`src/rtl/div_fsm.sv`:
```
// Sequential restoring divider: one quotient bit per SHIFT/SUB pair.
// Ports: clk, rst (async high); a_in/b_in/id_div + d_valid_data/d_ready_data
//   operand handshake; start pops the input FIFO; d_valid_res/result_div
//   to the output FIFO, held until div_written; ready_f_res = FIFO not full.
module div_fsm #(
  parameter int DATA_SIZE     = 16,
  parameter int DIV_DATA_SIZE = DATA_SIZE / 2,
  parameter int ID_SIZE       = 8
) (
  input  logic                         clk,
  input  logic                         rst,
  input  logic [DIV_DATA_SIZE-1:0]     a_in,
  input  logic [DIV_DATA_SIZE-1:0]     b_in,
  input  logic [ID_SIZE-1:0]           id_div,
  input  logic                         d_valid_data,
  input  logic                         ready_f_res,
  input  logic                         div_written,
  output logic                         d_ready_data,
  output logic                         d_valid_res,
  output logic [DATA_SIZE+ID_SIZE:0]   result_div,
  output logic                         start
);
  localparam int N  = DIV_DATA_SIZE;
  localparam int CW = $clog2(DIV_DATA_SIZE) + 1;

  typedef enum logic [2:0] {
    IDLE,
    INITIAL,
    SHIFT,
    SUB,
    SAVE
  } state_t;

  state_t          state_q;
  logic [N-1:0]    q_q;
  logic [N-1:0]    r_q;
  logic [N-1:0]    d_q;
  logic [ID_SIZE-1:0] id_q;
  logic            dz_q;
  logic [CW-1:0]   cnt_q;
  logic            start_q;
  logic            valid_q;

  logic [N:0]      t_d;
  logic            accept_d;

  // Ready is gated by rst so every output reads 0 while reset is held.
  assign d_ready_data = ~rst & (state_q == IDLE) & ready_f_res;
  assign accept_d     = d_valid_data & d_ready_data;

  // Trial subtraction; t_d[N] is the borrow.
  assign t_d = {1'b0, r_q} - {1'b0, d_q};

  assign d_valid_res = valid_q;
  assign start       = start_q;
  assign result_div  = {id_q, dz_q, r_q, q_q};

  always_ff @(posedge clk or posedge rst) begin
    if (rst) begin
      state_q <= IDLE;
      q_q     <= '0;
      r_q     <= '0;
      d_q     <= '0;
      id_q    <= '0;
      dz_q    <= 1'b0;
      cnt_q   <= '0;
      start_q <= 1'b0;
      valid_q <= 1'b0;
    end else begin
      start_q <= 1'b0;
      unique case (state_q)
        IDLE: begin
          if (accept_d) begin
            q_q     <= a_in;
            d_q     <= b_in;
            id_q    <= id_div;
            r_q     <= '0;
            cnt_q   <= '0;
            start_q <= 1'b1;
            state_q <= INITIAL;
          end
        end
        INITIAL: begin
          if (d_q == '0) begin
            q_q     <= '1;
            r_q     <= q_q;
            dz_q    <= 1'b1;
            valid_q <= 1'b1;
            state_q <= SAVE;
          end else begin
            dz_q    <= 1'b0;
            state_q <= SHIFT;
          end
        end
        SHIFT: begin
          // After k shifts R < 2^k, so the bit shifted out of R is always 0.
          {r_q, q_q} <= {r_q[N-2:0], q_q, 1'b0};
          cnt_q      <= cnt_q + 1'b1;
          state_q    <= SUB;
        end
        SUB: begin
          if (!t_d[N]) begin
            r_q    <= t_d[N-1:0];
            q_q[0] <= 1'b1;
          end
          if (cnt_q == CW'(N)) begin
            valid_q <= 1'b1;
            state_q <= SAVE;
          end else begin
            state_q <= SHIFT;
          end
        end
        SAVE: begin
          if (div_written) begin
            valid_q <= 1'b0;
            state_q <= IDLE;
          end
        end
        default: begin
          state_q <= IDLE;
        end
      endcase
    end
  end

endmodule

```
`config.mk`:
```
export PLATFORM = sky130hd
export DESIGN_NAME = div_fsm
export DESIGN_NICKNAME = d
export VERILOG_FILES = /design/src/rtl/div_fsm.sv
export SDC_FILE = /design/constraint.sdc
export NUM_CORES = 1
export LEC_CHECK = 0
export CORE_MARGIN = 3
export CORE_UTILIZATION = 66
export CTS_BUF_LIST = sky130_fd_sc_hd__clkbuf_8
export CTS_CLUSTER_SIZE = 10
export DETAILED_ROUTE_END_ITERATION = 8
export DONT_BUFFER_PORTS = 1
export GPL_TIMING_DRIVEN = 0
export PLACE_DENSITY = 0.9
export SYNTH_ARGS = -nofsm -noshare
export SYNTH_HDL_FRONTEND = slang
export SYNTH_SLANG_ARGS = --single-unit
export TNS_END_PERCENT = 5
```
`constraint.sdc`:
```
create_clock -name clk -period 3.2 [get_ports clk]
set_input_delay 0.48 -clock clk [delete_from_list [all_inputs] [get_ports clk]]
set_output_delay 0.48 -clock clk [all_outputs]
set_load 0.03 [all_outputs]
```
After elaboration in Yosys (flattened, before gate mapping)
Cells that the tools add are included.
{"block": "word_totals", "reg_bits": 42, "in_bits": 29, "output_inout_bits": 28, "elab_cells": 61}
{"block": "classes", "n_addsub": 2, "n_eq_ne": 10, "muxes": 23, "bitwise": 4, "n_reduce_logical": 12}
{"cell": "$mux 8", "count": 5}
{"cell": "$pmux 8 s4", "count": 1}
{"cell": "$pmux 7 s3", "count": 1}
{"cell": "$pmux 3 s5", "count": 1}
{"cell": "$mux 3", "count": 4}
{"cell": "$ne 2x2->1 const B", "count": 5}
{"cell": "$sub 8x8->9", "count": 1}
{"cell": "$logic_not 8->1", "count": 1}
{"cell": "$pmux 4 s2", "count": 1}
{"cell": "$reduce_and 4->1", "count": 2}
{"cell": "$mux 1", "count": 7}
{"cell": "$eq 3x2->1 const B", "count": 2}
{"cell": "$reduce_and 2->1", "count": 3}
{"cell": "$reduce_bool 3->1", "count": 2}
{"cell": "$add 4x1->4 const B", "count": 1}
{"cell": "$eq 4x4->1 const B", "count": 1}
{"cell": "$mux 4", "count": 1}
{"cell": "$pmux 1 s4", "count": 1}
{"cell": "$reduce_bool 4->1", "count": 1}
{"cell": "$and 1x1->1", "count": 3}
{"cell": "$eq 3x1->1 const B", "count": 1}
{"cell": "$eq 3x3->1 const B", "count": 1}
{"cell": "$logic_not 3->1", "count": 1}
{"cell": "$pmux 1 s3", "count": 1}
{"cell": "3 further kinds", "count": 3}

Logic depth before layout (Yosys ltp)
Gate-level depths: netlist (run 1).
{"block": "logic_depth", "word_depth": 6, "depth_mapped": 9, "mapped_depth_nobuf": 8}

Worst setup path before layout (run 1)
OpenSTA, ideal clock, no wires.
{"block": "synth_path", "path_type": "input port to flip-flop", "from": "input port rst", "to": "register d_q[1]", "setup_ns": 0.076, "t_arrival_ns": 2.622, "required_time_ns": 3.124, "setup_slack_ns": 0.501, "path_stages": 7, "n_path_buf": 1, "path_cell_list": "inv_1 > and4_1 > nand2_1 > inv_2 > buf_2 > nand2_1 > o21ai_1"}
{"block": "synth_between", "elab_chain_len": 5}
{"item": "start, declared", "line_no": "11", "source": "input logic rst,"}
{"item": "$not 1->1", "line_no": "48", "source": "assign d_ready_data = ~rst & (state_q == IDLE) & ready_f_res;"}
{"item": "$and 1x1->1 (2 in a row)", "line_no": "48"}
{"item": "via d_ready_data", "line_no": "18", "source": "output logic d_ready_data,"}
{"item": "$and 1x1->1", "line_no": "49", "source": "assign accept_d = d_valid_data & d_ready_data;"}
{"item": "$reduce_and 2->1 (no line)"}
{"item": "end signal, assigned", "line_no": "75", "source": "d_q <= b_in;"}
{"item": "end, declared", "line_no": "37", "source": "logic [N-1:0] d_q;"}
The timed path passes the listed nets, and every way through them passes these cells.
A chain may end at the register's enable or synchronous reset.

Worst setup path after layout (run 1)
{"block": "layout_path", "from": "register r_q[0]", "to": "register r_q[3]"}
{"block": "layout_between", "elab_chain_len": 3, "word_cells_on_any_way": 5, "cone_classes": "add/sub (1); eq/ne (1); mux (2); reduce/logical (1)"}
{"item": "start, declared", "line_no": "36", "source": "logic [N-1:0] r_q;"}
{"item": "start signal, assigned", "line_no": "86", "source": "r_q <= q_q;"}
{"item": "start signal, assigned", "line_no": "97", "source": "{r_q, q_q} <= {r_q[N-2:0], q_q, 1'b0};"}
{"item": "start signal, assigned", "line_no": "103", "source": "r_q <= t_d[N-1:0];"}
{"item": "$sub 8x8->9 (*)", "line_no": "52", "source": "assign t_d = {1'b0, r_q} - {1'b0, d_q};"}
{"item": "$mux 8 or $ne 2x2->1 (tied branches)"}
{"item": "$pmux 8 s4 or $reduce_and 4->1 (tied branches)"}
Mark *: on every way between the ends. The rest lies on a longest branch, timed or not. The select of a mux whose other input is x is not followed.

==> results of run 1 <==
[logic make-up (layout without fill, tap and decap cells)]
group	count (synthesis)	in the layout	share of synthesized area, %
simple gates	93	93	18.6
compound gates	58	58	16.5
flops	42	42	43.6
buf+inv	29	37	5.29
mux	17	17	8.40
fa+ha+maj	12	12	6.54
xor+xnor	3	3	1.09
[Yosys cell counts (2+ instances only)]
library cell / number / share of area, %
nand2_1: 48 / 7.5
dfrtp_1: 42 / 44
nor2_1: 16 / 2.5
inv_1: 15 / 2.3
ha_1: 11 / 5.7
o21ai_1: 11 / 2.3
a31oi_1: 10 / 2.6
a21oi_1: 9 / 1.9
mux2i_1: 9 / 3.7
buf_2: 6 / 1.2
mux2_4: 6 / 3.7
a22oi_1: 5 / 1.6
nor2b_1: 5 / 1.3
o21a_1: 4 / 1.2
clkbuf_1: 3 / 0.47
nor3b_1: 3 / 0.93
o21ai_0: 3 / 0.62
inv_2: 2 / 0.31
nand2b_1: 2 / 0.52
nand3_1: 2 / 0.41
nor3_1: 2 / 0.41
nor4_2: 2 / 1.0
o211ai_1: 2 / 0.62
o31ai_1: 2 / 0.62
o32ai_1: 2 / 0.73
xor2_1: 2 / 0.73
[power groups by stage]
| stage | clock [mW] | combinational [mW] | sequential [mW] |
|---|---|---|---|
| after CTS | 0.420 | 1.47 | 1.28 |
| after detailed placement | 0 | 1.46 | 1.29 |
| after global placement | 0 | 1.41 | 1.28 |
| after global routing | 0.440 | 1.66 | 1.32 |
| after floorplan | 0 | 1.20 | 1.21 |
| final | 0.411 | 1.49 | 1.28 |
[worst max-delay path: cells and delay by family, from the launching register on]
kind            cells  cell delay (ns)
fa+ha+maj           2             0.63
compound gates      1             0.35
simple gates        3             0.60
mux                 1             0.31
buf+inv             2             0.30
flops               1             0.57
[flip-flops by register name, indices dropped and copies added, names as in the netlist]
name / count
cnt_q: 4
d_q: 8
d_valid_res: 1
dz_q: 1
id_q: 8
q_q: 8
r_q: 8
start: 1
state_q: 3
[routing by layer]
metal	vias to the layer above	global-route usage [%]
li1	911	-
met1	889	35.5
met2	101	43.7
met3	13	9.78
met4	0	9.39
met5	-	0
[through the flow]
stage                     utilization [%]  setup WS [ns]  area (µm²)
after CTS                            75.5          0.393        2580
after detailed placement             72.3          0.417        2470
after global placement               72.3         0.0307        2470
final                                75.5          0.335        2580
after global routing                 75.5          0.265        2580
after floorplan                         -          0.501        2410
[area by class of cell]
type	count	area [µm²]	area share (%)
clock inverters	3	40.0	1.55
flip-flops and latches	42	1050	40.8
multi-input cells	183	1230	47.8
well taps	46	57.6	2.23
inverters	17	63.8	2.47
plain buffers	12	63.8	2.47
clock buffers	5	68.8	2.67
[worst min path at each step]
stage / to / depth (start not counted)
2_1_floorplan: dz_q$_DFFE_PP0P_ / 2
6_report: cnt_q[3]$_DFFE_PP0P_ / 1
3_5_place_dp: dz_q$_DFFE_PP0P_ / 2
5_1_grt: id_q[2]$_DFFE_PP0P_ / 2
3_3_place_gp: dz_q$_DFFE_PP0P_ / 2
4_1_cts: start$_DFF_PP0_ / 1
==> flow_summary_export.csv, run 1 <==
group,metric,value,unit
synthesis,ys_types,56,
route,vias,1914,
synthesis,netlist_area,0.00241,mm²
cts,cts_setup_buffers,0,
setup_path,slowest_delay,0.57,ns
floorplanning,io_pins,57,
setup_path,rr_worst_depth,9,
synthesis,synth_edf_count,0,
synthesis,yosysWarnings,0,
sta,holdWs,0.230,ns
sta,min_period,2.87,ns
pwr,power,3.18,mW
cts,cts.clk_slew.worst_paths,0.08,ns
floorplanning,core_area,0.00342,mm²
sta,max_freq,349,MHz
floorplanning,start_util,70.6,%
route,top_layer,"met4",
cts,clock_latency,0.30,ns
sta,worst_pin_slew,0.851,ns
pwr,combPwrFrac,46.9,%
route,wl_met1,2.28,mm
setup_path,criticalPathCategory,"reg -> reg",
setup_path,crit_start,"r_q[0]$_DFFE_PP0P_",
synthesis,yosysSeqAreaShare,43.6,%
setup_path,rr_startpoint,"r_q[0]$_DFFE_PP0P_",
layout,nNetsFinal,302,
cts,tritoncts,"done",
pwr,p_int,1.66,mW
pwr,leakagePower,1.18,nW
pwr,pwr-share-seq,40.2,%
run,cap_viol_max_count,0,
route,wl_per_cell,17.8,µm
cts,cts.sinks,42,
sta,setup_tns,0,ns
layout,areaGrowthSynthToFinish,6.90,%
layout,fin_cells,308,
cts,clock_path_buffers,2,
route,met2_length,2.55,mm
global_route,grt_overflow_total,0,
setup_path,rrSetupSlack,0.33,ns
setup_path,timing.rr.end,"r_q[3]$_DFFE_PP0P_",
pwr,netSwitchingFraction,47.7,%
setup_path,end_kind,"flop",
setup_path,start_kind,"flop",
route,drt_iter0_markers,173,
cts,cts_resized,0,
placed_design,hpwlAfterDp,4.02,mm
cts,cts_buffers,5,
sta,clock_skew,0.00523,ns
pwr,ir_worst_vdd,0.641,mV
floorplanning,die_area,0.00442,mm²
layout,diodes,0,
setup_path,worstPathRequired,3.39,ns
global_route,grt_pass1_wl,9.18,mm
sta,period_share,89.5,%
cts,clockRootBuffer,"clkbuf_8",
sta,slew_headroom,43.2,%
setup_path,critPathCapture,"r_q[3]$_DFFE_PP0P_",
global_route,antenna_found_initial,0,
synthesis,ys_async_sr_fraction,100,%
layout,fillCellCount,237,
sta,maxSlewViolCount,0,
layout,layout-drive-gt1-share,11.8,%
pwr,clkPwrFrac,12.9,%
pwr,powerDensity,1230,mW/mm²
setup_path,cp_slowest_cell,"dfrtp_1",
pwr,p_switching,1.52,mW
placed_design,placedCellCount,300,
global_route,grt_use_total,27.8,%
route,via_per_inst,6.21,
sta,rsz0062_at_grt,"false",
synthesis,avgSynthCellArea,9.50,µm²
worst_hold_path,hold_class,"in -> async",
setup_path,crit_chain,"inv_1 > ha_1 > fa_1 > nand2b_1 > a31oi_1 > nand4b_1 > and2_4 > buf_6 > mux2_4",
sta,setup_viol,0,
floorplanning,rows,21,
global_route,grt_max_degree,44,
synthesis,synth_cells,254,
layout,layout_common_cells,"nand2_1, dfrtp_1, nor2_1",
global_route,grt_pass1_vias,1918,
status,outcome,"completed",
floorplanning,chipHeight,66.5,µm
route,dr.pass1.iters,5,
placed_design,numPortBuffers,0,
placed_design,globalplace.congestion,0.950,
setup_path,cp_max_fo,9,
layout,final_common_cell,"nand2_1",
setup_path,cp.arrival,3.06,ns
route,drc,0,
synthesis,synthFlopType,"dfrtp_1",
synthesis,synth-seq-cells,42,
cts,ctsHoldBuffers,0,
route,routed_wl,5.47,mm
floorplanning,die_w,66.5,µm
sta,hold_viol,0,
route,antenna_left,0,
cts,htree_num_levels,2,
synthesis,synth_fp_nets,295,
route,wl_met3,528,µm
(Power assumes the default switching activity.)
==> inputs of run 2 (changes only) <==
--- a/config.mk
+++ b/config.mk
@@ -6,13 +6,13 @@
 export NUM_CORES = 1
 export LEC_CHECK = 0
 export CORE_MARGIN = 3
-export CORE_UTILIZATION = 66
+export CORE_UTILIZATION = 59
 export CTS_BUF_LIST = sky130_fd_sc_hd__clkbuf_8
 export CTS_CLUSTER_SIZE = 10
 export DETAILED_ROUTE_END_ITERATION = 8
 export DONT_BUFFER_PORTS = 1
 export GPL_TIMING_DRIVEN = 0
-export PLACE_DENSITY = 0.9
+export PLACE_DENSITY = 0.86
 export SYNTH_ARGS = -nofsm -noshare
 export SYNTH_HDL_FRONTEND = slang
 export SYNTH_SLANG_ARGS = --single-unit
==> constraint.sdc (replaced) <==
create_clock -name clk -period 2.4 [get_ports clk]
set_input_delay 0.36 -clock clk [delete_from_list [all_inputs] [get_ports clk]]
set_output_delay 0.36 -clock clk [all_outputs]
set_load 0.03 [all_outputs]
==> run 2 against run 1 <==
  * Sequential cell count stayed put
  * Utilization is 7.1 points lower
  * Clock skew is 0.0024 ns higher
  * Sequential power is 34% higher
  * Critical endpoint unchanged
  * Routed wire length is 0.27% lower
  * Combinational power is 34% higher
  * Worst setup slack worse by 0.27 ns
  * Final cell count is 0.97% higher
  * Critical path depth is 1 lower
  * Count of clock-buffer cells in the layout is 1 higher
  * Sequential share of layout area is 0.12 points lower
  * Via count is 0.42% lower
==> flow_summary_export.csv, run 2 (same netlist as run 1, synthesis figures left out) <==
group,metric,value,unit
setup_path,end_kind,"flop",
pwr,combPwrFrac,47.9,%
route,antenna_left,0,
sta,max_freq,428,MHz
route,routed_wl,5.45,mm
cts,tritoncts,"done",
floorplanning,die_area,0.00489,mm²
floorplanning,io_pins,57,
global_route,antenna_found_initial,0,
sta,slew_headroom,36.6,%
pwr,power,4.15,mW
sta,clock_skew,0.00761,ns
placed_design,placedCellCount,302,
global_route,grt_pass1_vias,1960,
layout,diodes,0,
route,dr.pass1.iters,4,
pwr,leakagePower,1.17,nW
cts,clock_path_buffers,2,
pwr,p_switching,2.00,mW
worst_hold_path,hold_class,"in -> async",
route,wl_per_cell,17.5,µm
layout,fin_cells,311,
pwr,powerDensity,1600,mW/mm²
cts,cts_buffers,5,
run,cap_viol_max_count,0,
pwr,p_int,2.16,mW
global_route,grt_overflow_total,0,
route,via_per_inst,6.13,
route,drt_iter0_markers,115,
setup_path,cp.arrival,2.52,ns
floorplanning,core_area,0.00380,mm²
layout,final_common_cell,"nand2_1",
sta,worst_pin_slew,0.948,ns
sta,min_period,2.34,ns
pwr,clkPwrFrac,10.8,%
layout,layout-drive-gt1-share,14.8,%
sta,hold_viol,0,
setup_path,rr_startpoint,"r_q[0]$_DFFE_PP0P_",
floorplanning,die_w,69.9,µm
cts,clockRootBuffer,"clkbuf_8",
setup_path,criticalPathCategory,"reg -> reg",
sta,maxSlewViolCount,0,
layout,areaGrowthSynthToFinish,7.73,%
pwr,ir_worst_vdd,0.745,mV
route,vias,1906,
placed_design,hpwlAfterDp,4.03,mm
global_route,met2_usage,37.5,%
global_route,grt_max_degree,44,
global_route,met1_usage,29.9,%
route,drc,0,
global_route,grt_use_met3,7.05,%
placed_design,globalplace.congestion,1.00,
placed_design,dpl_cell_area,0.00248,mm²
layout,fillCellCount,300,
sta,rsz0062_at_grt,"false",
status,outcome,"completed",
global_route,grt_use_total,23.3,%
pwr,netSwitchingFraction,48.1,%
setup_path,crit_start,"r_q[0]$_DFFE_PP0P_",
setup_path,worstPathRequired,2.58,ns
layout,nNetsFinal,305,
cts,htree_num_levels,2,
floorplanning,rows,22,
global_route,grt_pass1_wl,9.12,mm
global_route,grt.busiest_layer,"met2",
setup_path,cp_max_fo,9,
sta,setup_viol,0,
floorplanning,start_util,63.5,%
floorplanning,chipHeight,69.9,µm
setup_path,start_kind,"flop",
sta,holdWs,0.0866,ns
setup_path,rr_worst_depth,8,
layout,layout_common_cells,"nand2_1, dfrtp_1, nor2_1",
pwr,pwr-share-seq,41.3,%
layout,fin_area,0.00260,mm²
cts,cts.clk_slew.worst_paths,0.08,ns
cts,clock_latency,0.29,ns
sta,period_share,97.4,%
placed_design,numPortBuffers,0,
cts,cts.sinks,42,
run 2: routing by layer:
metal / wire length, µm / vias up / part of all wire [%]
met1: 2420 / 907 / 44
met5: 0 / - / 0
met4: 124 / 0 / 2.3
met3: 376 / 12 / 6.9
met2: 2540 / 75 / 47
li1: - / 912 / -
run 2: cell type report:
type | instances | area [µm²] | area share, %
sequential | 42 | 1060 | 40.6
timing repair inverter | 1 | 5.00 | 0.193
clock buffer | 6 | 82.6 | 3.18
multi-input combinational | 183 | 1250 | 48.1
inverter | 17 | 67.6 | 2.60
timing repair buffer | 3 | 25.0 | 0.963
tap | 48 | 60.1 | 2.31
buffer | 11 | 52.6 | 2.02
run 2: power by group through the flow:
stage | registers, mW | logic [mW] | clock network (mW)
finish | 1.72 | 1.99 | 0.448
global route | 1.76 | 2.23 | 0.482
CTS | 1.71 | 1.96 | 0.449
detailed placement | 1.71 | 1.92 | 0
global placement | 1.71 | 1.86 | 0
floorplan | 1.61 | 1.61 | 0
run 2: path summary, 6_finish.rpt:
check / endpoint / slack, ns
worst max-delay path: r_q[3]$_DFFE_PP0P_ / 0.06
worst min register to register: dz_q$_DFFE_PP0P_ / 0.49
max in group asynchronous: r_q[5]$_DFFE_PP0P_ / 1.05
worst min-delay path: cnt_q[0]$_DFFE_PP0P_ / 0.09
min in group clk: id_q[2]$_DFFE_PP0P_ / 0.17
worst max register to register: r_q[3]$_DFFE_PP0P_ / 0.06
run 2: stage by stage:
step	TNS (ns)	setup WS, ns	util [%]
3_3_place_gp	-5.94	-0.324	65.2
4_1_cts	0	0.00113	67.9
2_1_floorplan	-0.495	-0.0825	-
3_5_place_dp	-6.88	-0.349	65.2
6_report	0	0.0623	68.4
5_1_grt	0	0.00505	68.4
run 2: worst max-delay path, stage by stage, from the launching register on:
cell      delay [ns]
dfrtp_2         0.49
inv_2           0.07
ha_1            0.21
fa_2            0.35
nand2b_4        0.16
a31oi_2         0.19
nand4b_1        0.17
and2_4          0.26
mux2_4          0.31
run 2: repair_timing:
action,CTS,global route
cloned,0,1
hold endpoints to repair,0,21
setup buffers,2,0
resized for setup,3,5
pin swaps,1,1
setup endpoints to repair,9,25
hold buffers,0,1
==> inputs of run 3 (changes only) <==
--- a/config.mk
+++ b/config.mk
@@ -6,13 +6,13 @@
 export NUM_CORES = 1
 export LEC_CHECK = 0
 export CORE_MARGIN = 3
-export CORE_UTILIZATION = 59
+export CORE_UTILIZATION = 66
 export CTS_BUF_LIST = sky130_fd_sc_hd__clkbuf_8
 export CTS_CLUSTER_SIZE = 10
 export DETAILED_ROUTE_END_ITERATION = 8
 export DONT_BUFFER_PORTS = 1
 export GPL_TIMING_DRIVEN = 0
-export PLACE_DENSITY = 0.86
+export PLACE_DENSITY = 0.9
 export SYNTH_ARGS = -nofsm -noshare
 export SYNTH_HDL_FRONTEND = slang
 export SYNTH_SLANG_ARGS = --single-unit
==> constraint.sdc (replaced) <==
create_clock -name clk -period 2.35 [get_ports clk]
set_input_delay 0.3525 -clock clk [delete_from_list [all_inputs] [get_ports clk]]
set_output_delay 0.3525 -clock clk [all_outputs]
set_load 0.03 [all_outputs]
==> run 3 against run 2 <==
  * Register-to-register slack got worse by 0.05 ns
  * Routed wire length increased by 11%
  * Global-route usage increased by 7.4 points
  * Via count increased by 5.3%
  * Non-clock buffer count increased by 1
  * Fmax about the same
  * Worst setup slack got worse by 0.049 ns
  * Final cell count increased by 0.32%
  * Clock skew decreased by 0.00080 ns
  * Die area decreased by 9.7%
  * Final area increased by 1.6%
==> flow_summary_export.csv, run 3 (same netlist as run 1, synthesis figures left out) <==
group,metric,value,unit
cts,clockRootBuffer,"clkbuf_8",
global_route,grt_overflow_total,0,
setup_path,crit_chain,"inv_1 > fa_2 > nand2b_4 > a31oi_2 > nand4b_1 > and2_4 > mux2_4",
setup_path,criticalPathCategory,"reg -> reg",
cts,tritoncts,"done",
sta,min_period,2.34,ns
global_route,grt_max_degree,22,
cts,clock_path_buffers,2,
sta,holdWs,0.0954,ns
floorplanning,rows,21,
sta,clock_skew,0.00681,ns
sta,max_freq,428,MHz
layout,layout_common_cells,"nand2_1, dfrtp_1, nor2_1",
global_route,grt_use_total,30.6,%
setup_path,timing.rr.end,"r_q[4]$_DFFE_PP0P_",
sta,worst_pin_slew,0.977,ns
global_route,grt_pass1_wl,9.97,mm
floorplanning,chipHeight,66.5,µm
global_route,antenna_found_initial,0,
sta,maxSlewViolCount,0,
status,outcome,"completed",
setup_path,rr_startpoint,"r_q[1]$_DFFE_PP0P_",
route,drt_iter0_markers,236,
sta,period_share,99.4,%
layout,layout-drive-gt1-share,15.0,%
cts,clock_latency,0.29,ns
run,cap_viol_max_count,0,
setup_path,cp_max_fo,7,
layout,nNetsFinal,306,
pwr,leakagePower,1.19,nW
setup_path,start_kind,"flop",
layout,diodes,0,
setup_path,crit_start,"r_q[1]$_DFFE_PP0P_",
setup_path,cp_top_family,"flip-flops",
layout,final_common_cell,"nand2_1",
floorplanning,die_w,66.5,µm
global_route,grt_pass1_vias,2084,
setup_path,worstPathRequired,2.53,ns
route,routed_wl,6.05,mm
route,via_per_inst,6.43,
floorplanning,die_area,0.00442,mm²
floorplanning,io_pins,57,
cts,cts.clk_slew.worst_paths,0.08,ns
placed_design,hpwlAfterDp,4.07,mm
sta,slew_headroom,34.7,%
route,antenna_left,0,
route,vias,2007,
worst_hold_path,hold_class,"in -> async",
placed_design,numPortBuffers,0,
setup_path,rr_worst_depth,7,
pwr,power,4.49,mW
layout,areaGrowthSynthToFinish,9.44,%
setup_path,cp_slowest_cell,"dfrtp_1",
cts,cts.sinks,42,
setup_path,cp.arrival,2.52,ns
setup_path,crit_cells,7,
cts,htree_num_levels,2,
pwr,powerDensity,1700,mW/mm²
route,wl_per_cell,19.4,µm
floorplanning,core_area,0.00342,mm²
sta,setup_viol,0,
route,drc,0,
sta,rsz0062_at_grt,"true",
setup_path,cp_num_buf_inv,1,
cts,cts_buffers,5,
setup_path,slowest_delay,0.62,ns
pwr,ir_worst_vdd,0.957,mV
placed_design,globalplace.congestion,0.945,
setup_path,end_kind,"flop",
sta,hold_viol,0,
route,dr.pass1.iters,4,
floorplanning,start_util,70.6,%
setup_path,rrSetupSlack,0.01,ns
## run 3: cell types whose count changed in the layout (fill, tap and decap cells not counted), sizes merged
| cell | before | now |
|---|---|---|
| bufinv | 0 | 1 |
| clkinv | 0 | 2 |
| clkbuf | 9 | 8 |
| buf | 10 | 11 |
## run 3: repair_timing
| action | CTS | global route |
|---|---|---|
| hold buffers | 1 | 0 |
| hold endpoints to repair | 21 | 0 |
| setup endpoints to repair | 11 | 28 |
| setup buffers | 3 | 0 |
| resized for setup | 4 | 2 |
| pin swaps | 1 | 0 |
| gates cloned | 1 | 0 |
## run 3: metrics by stage
stage                     cells  setup TNS, ns  utilization (%)  setup WS [ns]  area, µm²
after global placement      300          -7.14             72.4         -0.380       2470
after floorplan             254         -0.795                -         -0.132       2420
final                       312              0             77.3         0.0135       2640
after global routing        312         -0.981             77.3        -0.0683       2640
after detailed placement    300          -8.23             72.4         -0.387       2470
after CTS                   312              0             76.9         0.0415       2630
## run 3: power breakdown
group          total [mW]  leakage, nW  internal (mW)  switching, mW
Sequential           1.75        0.513           1.04          0.707
Clock               0.563       0.0579          0.313          0.250
Combinational        2.18        0.619          0.975           1.20
## run 3: layout make-up
cell class / count / area, µm²
Inverter: 17 / 67.6
Timing Repair inverter: 1 / 5.00
Clock inverter: 3 / 40.0
Clock buffer: 5 / 68.8
Sequential cell: 42 / 1050
Timing Repair Buffer: 4 / 32.5
Buffer: 11 / 52.6
Fill cell: 245 / 776
Tap cell: 46 / 57.6
Multi-Input combinational cell: 183 / 1260
## run 3: per-layer routing
layer | vias up | global-route usage (%) | share of wire (%)
met1 | 964 | 38.2 | 38
met4 | 0 | 14.0 | 2.6
met3 | 18 | 9.27 | 10
met2 | 114 | 48.7 | 49
met5 | - | 0 | 0
li1 | 911 | - | -
## run 3: worst max path at each step
stage / endpoint / slack [ns]
2_1_floorplan: r_q[0]$_DFFE_PP0P_ / -0.13
3_3_place_gp: r_q[3]$_DFFE_PP0P_ / -0.38
4_1_cts: r_q[4]$_DFFE_PP0P_ / 0.04
5_1_grt: q_q[6]$_DFFE_PP0P_ / -0.07
3_5_place_dp: r_q[4]$_DFFE_PP0P_ / -0.39
6_report: r_q[4]$_DFFE_PP0P_ / 0.01
## run 3: worst reg2reg max path, stage by stage, from the launching register on
cell,delay [ns]
dfrtp_1,0.62
inv_1,0.14
fa_2,0.42
nand2b_4,0.15
a31oi_2,0.16
nand4b_1,0.17
and2_4,0.26
mux2_4,0.32
